===== src/rtl/lfp_q6_11_pkg.sv =====
// Shared Q6.11 types, constants and clamp helpers for the LSTM MAC datapath.
package lfp_q6_11_pkg;

   typedef logic signed [17:0] q6_11_t;

   localparam int Q_FRAC      = 11;
   localparam int Q_ONE       = 2048;
   localparam int SAT_LIM_DEF = 16384;

   typedef enum logic [1:0] {
      IDLE  = 2'd0,
      ACCUM = 2'd1,
      DONE  = 2'd2
   } seq_state_e;

   // Symmetric clamp to +/-lim (lim given in LSB units).
   function automatic q6_11_t clamp_q6_11(input q6_11_t v, input int lim);
      q6_11_t r;
      r = v;
      if (int'(v) > lim)
         r = q6_11_t'(lim);
      else if (int'(v) < -lim)
         r = q6_11_t'(-lim);
      return r;
   endfunction

   // True when v would be altered by clamp_q6_11.
   function automatic logic out_of_range_q6_11(input q6_11_t v, input int lim);
      return (int'(v) > lim) || (int'(v) < -lim);
   endfunction

endpackage


===== src/rtl/lfp_mac_seq_q6_11.sv =====
// Sequencer that accumulates LEN Q6.11 terms onto a bias through a shared
// external combinational adder, clamping after every add.
module lfp_mac_seq_q6_11
   import lfp_q6_11_pkg::*;
#(
   parameter int W       = 18,
   parameter int MAX_LEN = 64,
   parameter int SAT_LIM = SAT_LIM_DEF,
   localparam int LW     = $clog2(MAX_LEN + 1)
) (
   input  logic          clk,
   input  logic          rst_n,
   input  logic          start,
   input  logic [LW-1:0] len_cfg,
   input  logic [W-1:0]  bias_q,
   input  logic          s_valid,
   output logic          s_ready,
   input  logic [W-1:0]  s_term_q,
   output logic [W-1:0]  add_a,
   output logic [W-1:0]  add_b,
   input  logic [W-1:0]  add_sum,
   output logic          m_valid,
   input  logic          m_ready,
   output logic [W-1:0]  m_data_q,
   output logic          sat_flag,
   output logic          busy
);

   seq_state_e    r_state;
   q6_11_t        r_acc;
   logic [LW-1:0] r_cnt;
   logic [LW-1:0] r_len;
   logic          r_sat;
   logic          r_s_ready;
   logic          r_m_valid;
   logic          r_busy;

   logic [LW-1:0] w_len;
   q6_11_t        w_bias;
   q6_11_t        w_sum;
   logic          w_beat;
   logic          w_last;

   // Oversized lengths are folded down to the largest supported vector.
   assign w_len  = (len_cfg > LW'(MAX_LEN)) ? LW'(MAX_LEN) : len_cfg;
   assign w_bias = q6_11_t'(bias_q);
   assign w_sum  = q6_11_t'(add_sum);
   assign w_beat = r_s_ready && s_valid;
   assign w_last = (r_cnt + LW'(1)) == r_len;

   // Control FSM with registered handshake outputs, counter and accumulator.
   always_ff @(posedge clk or negedge rst_n) begin
      if (!rst_n) begin
         r_state   <= IDLE;
         r_acc     <= '0;
         r_cnt     <= '0;
         r_len     <= '0;
         r_sat     <= 1'b0;
         r_s_ready <= 1'b0;
         r_m_valid <= 1'b0;
         r_busy    <= 1'b0;
      end else begin
         case (r_state)
            IDLE: begin
               if (start) begin
                  r_acc  <= clamp_q6_11(w_bias, SAT_LIM);
                  r_sat  <= out_of_range_q6_11(w_bias, SAT_LIM);
                  r_len  <= w_len;
                  r_cnt  <= '0;
                  r_busy <= 1'b1;
                  if (w_len != '0) begin
                     r_state   <= ACCUM;
                     r_s_ready <= 1'b1;
                  end else begin
                     r_state   <= DONE;
                     r_m_valid <= 1'b1;
                  end
               end
            end
            ACCUM: begin
               if (w_beat) begin
                  r_acc <= clamp_q6_11(w_sum, SAT_LIM);
                  r_sat <= r_sat | out_of_range_q6_11(w_sum, SAT_LIM);
                  r_cnt <= r_cnt + LW'(1);
                  if (w_last) begin
                     r_state   <= DONE;
                     r_s_ready <= 1'b0;
                     r_m_valid <= 1'b1;
                  end
               end
            end
            DONE: begin
               // acc is kept so m_data_q still shows the last result in IDLE.
               if (m_ready) begin
                  r_state   <= IDLE;
                  r_m_valid <= 1'b0;
                  r_busy    <= 1'b0;
               end
            end
            default: begin
               r_state   <= IDLE;
               r_s_ready <= 1'b0;
               r_m_valid <= 1'b0;
               r_busy    <= 1'b0;
            end
         endcase
      end
   end

   assign s_ready  = r_s_ready;
   assign m_valid  = r_m_valid;
   assign busy     = r_busy;
   assign sat_flag = r_sat;
   assign m_data_q = W'(r_acc);
   assign add_a    = W'(r_acc);
   assign add_b    = s_term_q;

endmodule


===== config.mk =====
export PLATFORM = sky130hd
export DESIGN_NAME = lfp_mac_seq_q6_11
export DESIGN_NICKNAME = d
export VERILOG_FILES = /design/src/rtl/lfp_q6_11_pkg.sv /design/src/rtl/lfp_mac_seq_q6_11.sv
export SDC_FILE = /design/constraint.sdc
export NUM_CORES = 1
export LEC_CHECK = 0
export ABC_CLOCK_PERIOD_IN_PS = 2690
export BUFFER_PORTS_ARGS = -buffer_cell sky130_fd_sc_hd__buf_2
export CAP_MARGIN = 0
export CORE_MARGIN = 4
export CORE_UTILIZATION = 45
export CTS_CLUSTER_SIZE = 10
export DETAILED_ROUTE_END_ITERATION = 8
export PLACE_DENSITY = 0.83
export SLEW_MARGIN = 20
export SYNTH_ARGS = -nofsm -noshare
export SYNTH_HDL_FRONTEND = slang
export SYNTH_SLANG_ARGS = --single-unit
export TNS_END_PERCENT = 30

===== constraint.sdc =====
create_clock -name clk -period 2.69 [get_ports clk]
set_clock_uncertainty 0.1 [all_clocks]
set_input_delay 0.538 -clock clk [delete_from_list [all_inputs] [get_ports clk]]
set_output_delay 0.538 -clock clk [all_outputs]
set_load 0.01 [all_outputs]

Word level (Yosys, flattened, before mapping)
Cells that the tools add are included.
Widths: inputs -> output; s select.
{"block": "totals", "output_inout_bits": 58, "in_bits": 66, "ramBits": 0, "regBits": 38, "memories": 0, "rom_bits": 0, "latchBits": 0, "wordCells": 71}
{"block": "op_classes", "order_cmp": 5, "n_div": 0, "mul": 0, "n_shift": 0, "bitwise_logic": 3, "n_reduce_logical": 12, "add_sub_neg": 1, "eq_ne": 9, "n_mux": 33}
{"op": "$mux 18", "count": 6}
{"op": "$gt 18x16->1 const B", "count": 2}
{"op": "$lt 18x15->1 const B", "count": 2}
{"op": "$pmux 18 s2", "count": 1}
{"op": "$mux 7", "count": 3}
{"op": "$pmux 7 s2", "count": 1}
{"op": "$mux 1", "count": 12}
{"op": "$ne 2x2->1 const B", "count": 6}
{"op": "$mux 2", "count": 5}
{"op": "$reduce_and 5->1", "count": 2}
{"op": "$pmux 1 s3", "count": 3}
{"op": "$add 7x1->7 const B", "count": 1}
{"op": "$eq 7x7->1", "count": 1}
{"op": "$gt 7x7->1 const B", "count": 1}
{"op": "$reduce_bool 7->1", "count": 1}
{"op": "$pmux 2 s3", "count": 1}
{"op": "$reduce_and 3->1", "count": 2}
{"op": "$reduce_and 4->1", "count": 1}
{"op": "$eq 2x1->1 const B", "count": 1}
{"op": "$eq 2x2->1 const B", "count": 1}
{"op": "$logic_not 2->1", "count": 1}
{"op": "$logic_or 1x1->1", "count": 2}
{"op": "$not 1->1", "count": 2}
{"op": "$pmux 1 s2", "count": 1}
{"op": "other kinds (4)", "count": 4}

Depth between registers and ports, before layout
{"block": "logic_depth", "word_depth": 6, "depth_mapped": 7, "ltp_nobuf": 6}

Worst setup path after synthesis
OpenSTA, ideal clock, no wires.
{"block": "synth_timing", "kind": "input to register", "startpoint": "input port add_sum[5]", "endpoint": "register r_acc[10], in the netlist add_a[10]", "t_arrival_ps": 1746, "stages": 6, "setup_time_ps": 65, "path_buffers": 1, "t_required_ps": 2525, "path_slack_ps": 779, "cell_sequence": "nor4_1 -> nand4_1 -> a2111oi_4 -> buf_6 -> a32oi_1 -> nand2_1"}
{"block": "synth_between", "elab_chain_len": 5, "word_cells_on_any_way": 6, "classes_between": "2 x order compare; 4 x mux"}
{"item": "start, declared", "line": "lfp_mac_seq_q6_11.sv:21", "text": "input logic [W-1:0] add_sum,"}
{"item": "$lt 18x15->1", "line": "lfp_q6_11_pkg.sv:22", "text": "else if (int'(v) < -lim)"}
{"item": "$mux 18", "line": "lfp_q6_11_pkg.sv:22"}
{"item": "$mux 18 *", "line": "lfp_q6_11_pkg.sv:20", "text": "if (int'(v) > lim)"}
{"item": "$mux 18 *", "line": "lfp_mac_seq_q6_11.sv:81", "text": "if (w_beat) begin"}
{"item": "$pmux 18 s2 *", "line": "lfp_mac_seq_q6_11.sv:63", "text": "case (r_state)"}
{"item": "end signal, assigned", "line": "lfp_mac_seq_q6_11.sv:66", "text": "r_acc <= clamp_q6_11(w_bias, SAT_LIM);"}
{"item": "end signal, assigned", "line": "lfp_mac_seq_q6_11.sv:82", "text": "r_acc <= clamp_q6_11(w_sum, SAT_LIM);"}
{"item": "end, declared", "line": "lfp_mac_seq_q6_11.sv:30", "text": "q6_11_t r_acc;"}
Every way passes the cells marked *; elsewhere a longest branch is shown, timed or not. The select of a mux whose other input is x is not followed.
A chain may end at the register's enable or synchronous reset.

Final worst setup path
{"block": "layout_timing", "startpoint": "register r_state[0]", "endpoint": "register r_acc[14], in the netlist add_a[14]"}
{"block": "layout_between", "elab_chain_len": 3, "word_cells_on_any_way": 7, "classes_between": "3 x eq/ne; 1 x mux; 3 x reduce/logical"}
{"item": "start, declared", "line": "lfp_mac_seq_q6_11.sv:29", "text": "seq_state_e r_state;"}
{"item": "start signal, assigned", "line": "lfp_mac_seq_q6_11.sv:54", "text": "r_state <= IDLE;"}
{"item": "start signal, assigned", "line": "lfp_mac_seq_q6_11.sv:72", "text": "r_state <= ACCUM;"}
{"item": "start signal, assigned", "line": "lfp_mac_seq_q6_11.sv:75", "text": "r_state <= DONE;"}
{"item": "$eq 2x1->1 / $logic_not 2->1 (equally long branches)", "line": "lfp_mac_seq_q6_11.sv:63"}
{"item": "$ne 2x2->1 (no source line) / $reduce_bool 2->1 (equally long branches)"}
{"item": "$reduce_and 3->1 (no source line)"}
Several ways; a longest one is shown, not always the timed one.

==> results.txt <==
IO buf count: 87
R2R cell count: 5
Post-CTS Resized: 0
clk buf depth: 2
Final setup viols: 0
DRC: 0
mapped cell area: 2340 µm²
GRT Residual Overflow: 0
final hold violations: 0
clock sink total: 38
Max transition margin: 0.438
Antenna Diode Count: 0
Tmin final: 2.17 ns
CTS H-tree lvls: 2
Cells after Synth: 257
synth unique cells: 43
Pwr Total: 2570 µW
Data arrival, critical path: 2.30 ns
GPL Wtd Cong: 0.847
Die Y: 80.1 µm
setup TNS: 0 ns
CP endpoint kind: register
Detailed Route WL: 5830 µm
Vias/cell: 5.50
largest net degree at the start of global routing: 39
Seq/Total Area, Yosys: 0.407
share of layout cells above drive strength 1: 0.343
num rows: 25
RSZ-0062 raised after global routing: no
first-pass GRT wire length: 9070 µm
Final HPWL DP: 4490 µm
Starting DRT DRC Count: 135
Inserted Clock Buffers: 5
fin util: 0.554
drt wl/cell: 15.4 µm
vias: 2,086
Hold Path Class: input pin to asynchronous set/reset pin
pins over their slew limit: 0
Clock transition at path regs: 0.08 ns
number of synthesized register bits: 38
Net Count, Synth: 326
Leak: 0.00133 µW
CTS Root Cell: clkbuf_8
syn avg cell area: 9.09 µm²
TritonCTS clock tree: built
Die W: 80.1 µm
Post-DRT Antenna Nets: 0
Die ar.: 6410 µm²
P per Cell Area: 951 nW/µm²
number of I/O pins: 124
Area growth, synth to finish: 15.6%
hold_buf cts: 0
Nets: 380
WS Path Type: register to register
FMAX: 462 MHz
period utilization: 0.805
first-pass detailed-route iteration total: 4
worst skew pair latency: 0.29 ns
Least-Margin Pin Slew: 0.844 ns
GRT Total Usage: 0.179
r2r setup slk: 0.52 ns
initial antenna violation count: 0
setup bufs post-CTS: 0
Max FO, Critical Path: 21
status: finished clean
Synth warnings: 0
CP startpoint kind: register
initial core utilization: 0.479
Core ar.: 4880 µm²
CP required: 2.82 ns
vias in the first global route: 1,969
maximum VDD drop: 455 µV
Max Cap Violations: 0
-- flip-flops by register name, summed over array words and instances (netlist names) --
register  cells
r_state       2
m_valid       1
busy          1
add_a        18
r_cnt         7
r_len         7
s_ready       1
sat_flag      1
-- stage by stage --
stage	area, µm²	instances	hold WS (ns)	worst slack [ns]
finish	2700	379	0.247	0.524
global route	2700	379	0.324	0.391
CTS	2700	379	0.275	0.556
detailed placement	2560	371	0.380	0.332
global placement	2560	371	0.373	0.461
floorplan	2340	257	0.142	0.779
-- cells by family (layout without fill, tap and decap cells) --
group	Yosys count	count (layout)	synth area share
xor+xnor	10	10	0.0375
flops	38	38	0.407
compound gates	61	61	0.191
simple gates	94	94	0.196
fa+ha+maj	3	3	0.0161
buf+inv	50	105	0.148
mux	1	1	0.00482
-- synth_stat cells --
master / n / area [µm²]
a22oi_1: 1 / 7.51
a21o_1: 1 / 7.51
a211o_1: 1 / 8.76
a31oi_1: 3 / 18.8
mux2_2: 1 / 11.3
o21ai_0: 20 / 100
nor2_1: 13 / 48.8
o2bb2ai_1: 3 / 26.3
a2111oi_4: 1 / 27.5
o211ai_1: 1 / 7.51
or4_1: 1 / 7.51
nor4_2: 2 / 25.0
buf_2: 3 / 15.0
nor2b_1: 3 / 18.8
o21ba_2: 1 / 10.0
dfrtp_1: 38 / 951
and2b_2: 1 / 8.76
a31o_2: 1 / 8.76
xor2_1: 4 / 35.0
buf_4: 37 / 278
a21oi_1: 6 / 30.0
nand2_1: 43 / 161
clkbuf_1: 2 / 7.51
nand4_1: 4 / 25.0
nor4_1: 5 / 31.3
ha_1: 3 / 37.5
a211oi_1: 1 / 7.51
o21bai_1: 1 / 7.51
inv_1: 6 / 22.5
and4_1: 1 / 8.76
a32oi_1: 16 / 140
nand3_1: 6 / 30.0
nand4b_1: 1 / 8.76
or3_1: 1 / 6.26
xnor2_1: 6 / 52.6
a211oi_2: 1 / 12.5
a22o_1: 1 / 8.76
nor3_1: 2 / 10.0
o311a_1: 1 / 10.0
buf_6: 2 / 22.5
and2_1: 1 / 6.26
o22ai_1: 1 / 6.26
nand2b_1: 10 / 62.6
-- layout make-up --
cell class	count	area, µm²
fillers	451	2180
clock buffers	5	68.8
well taps	67	83.8
multi-input cells	169	1040
repair buffers	91	465
flip-flops and latches	38	951
inverters	6	22.5
clock inverters	3	68.8
-- metal layers --
layer	wire length [µm]	vias to the layer above	share of wire	track usage
li1	-	989	-	-
met1	2360	996	0.40	0.226
met2	2960	83	0.51	0.299
met3	389	18	0.067	0.0359
met4	122	0	0.021	0.0709
met5	0	-	0	0
-- layout by cell type, fill, tap and decap left out, types with 4 or more instances in the layout --
cell type / n
a21oi_1: 6
xor2_1: 4
inv_1: 6
buf_4: 4
o21ai_0: 20
clkbuf_8: 5
nor2_1: 13
nand2_1: 43
nand4_1: 4
nand2b_1: 10
nor4_1: 5
nand3_1: 6
dfrtp_1: 38
xnor2_1: 6
buf_2: 87
a32oi_1: 16
-- worst paths after layout --
path                                   startpoint                     to
min in group clk                       bias_q[10]  add_a[10]$_DFFE_PN0P_
hold reg to reg              add_a[7]$_DFFE_PN0P_   add_a[7]$_DFFE_PN0P_
setup reg to reg           r_state[0]$_DFFE_PN0P_  add_a[14]$_DFFE_PN0P_
hold / removal                              rst_n   r_len[1]$_DFFE_PN0P_
setup / recovery           r_state[0]$_DFFE_PN0P_  add_a[14]$_DFFE_PN0P_
max in group asynchronous                   rst_n  add_a[15]$_DFFE_PN0P_
-- worst max-delay path, cell delays in order, from the launching register on --
cell and delay [ns]:
dfrtp_1 0.44, nor2b_1 0.33, nand3_1 0.29, nand2_1 0.59, o311a_1 0.27, a21o_1 0.08
-- report_power, final --
part | internal, µW | switching (µW)
combinational | 435 | 595
sequential | 774 | 178
clock | 372 | 216
Power figures use the tool's default switching activity.
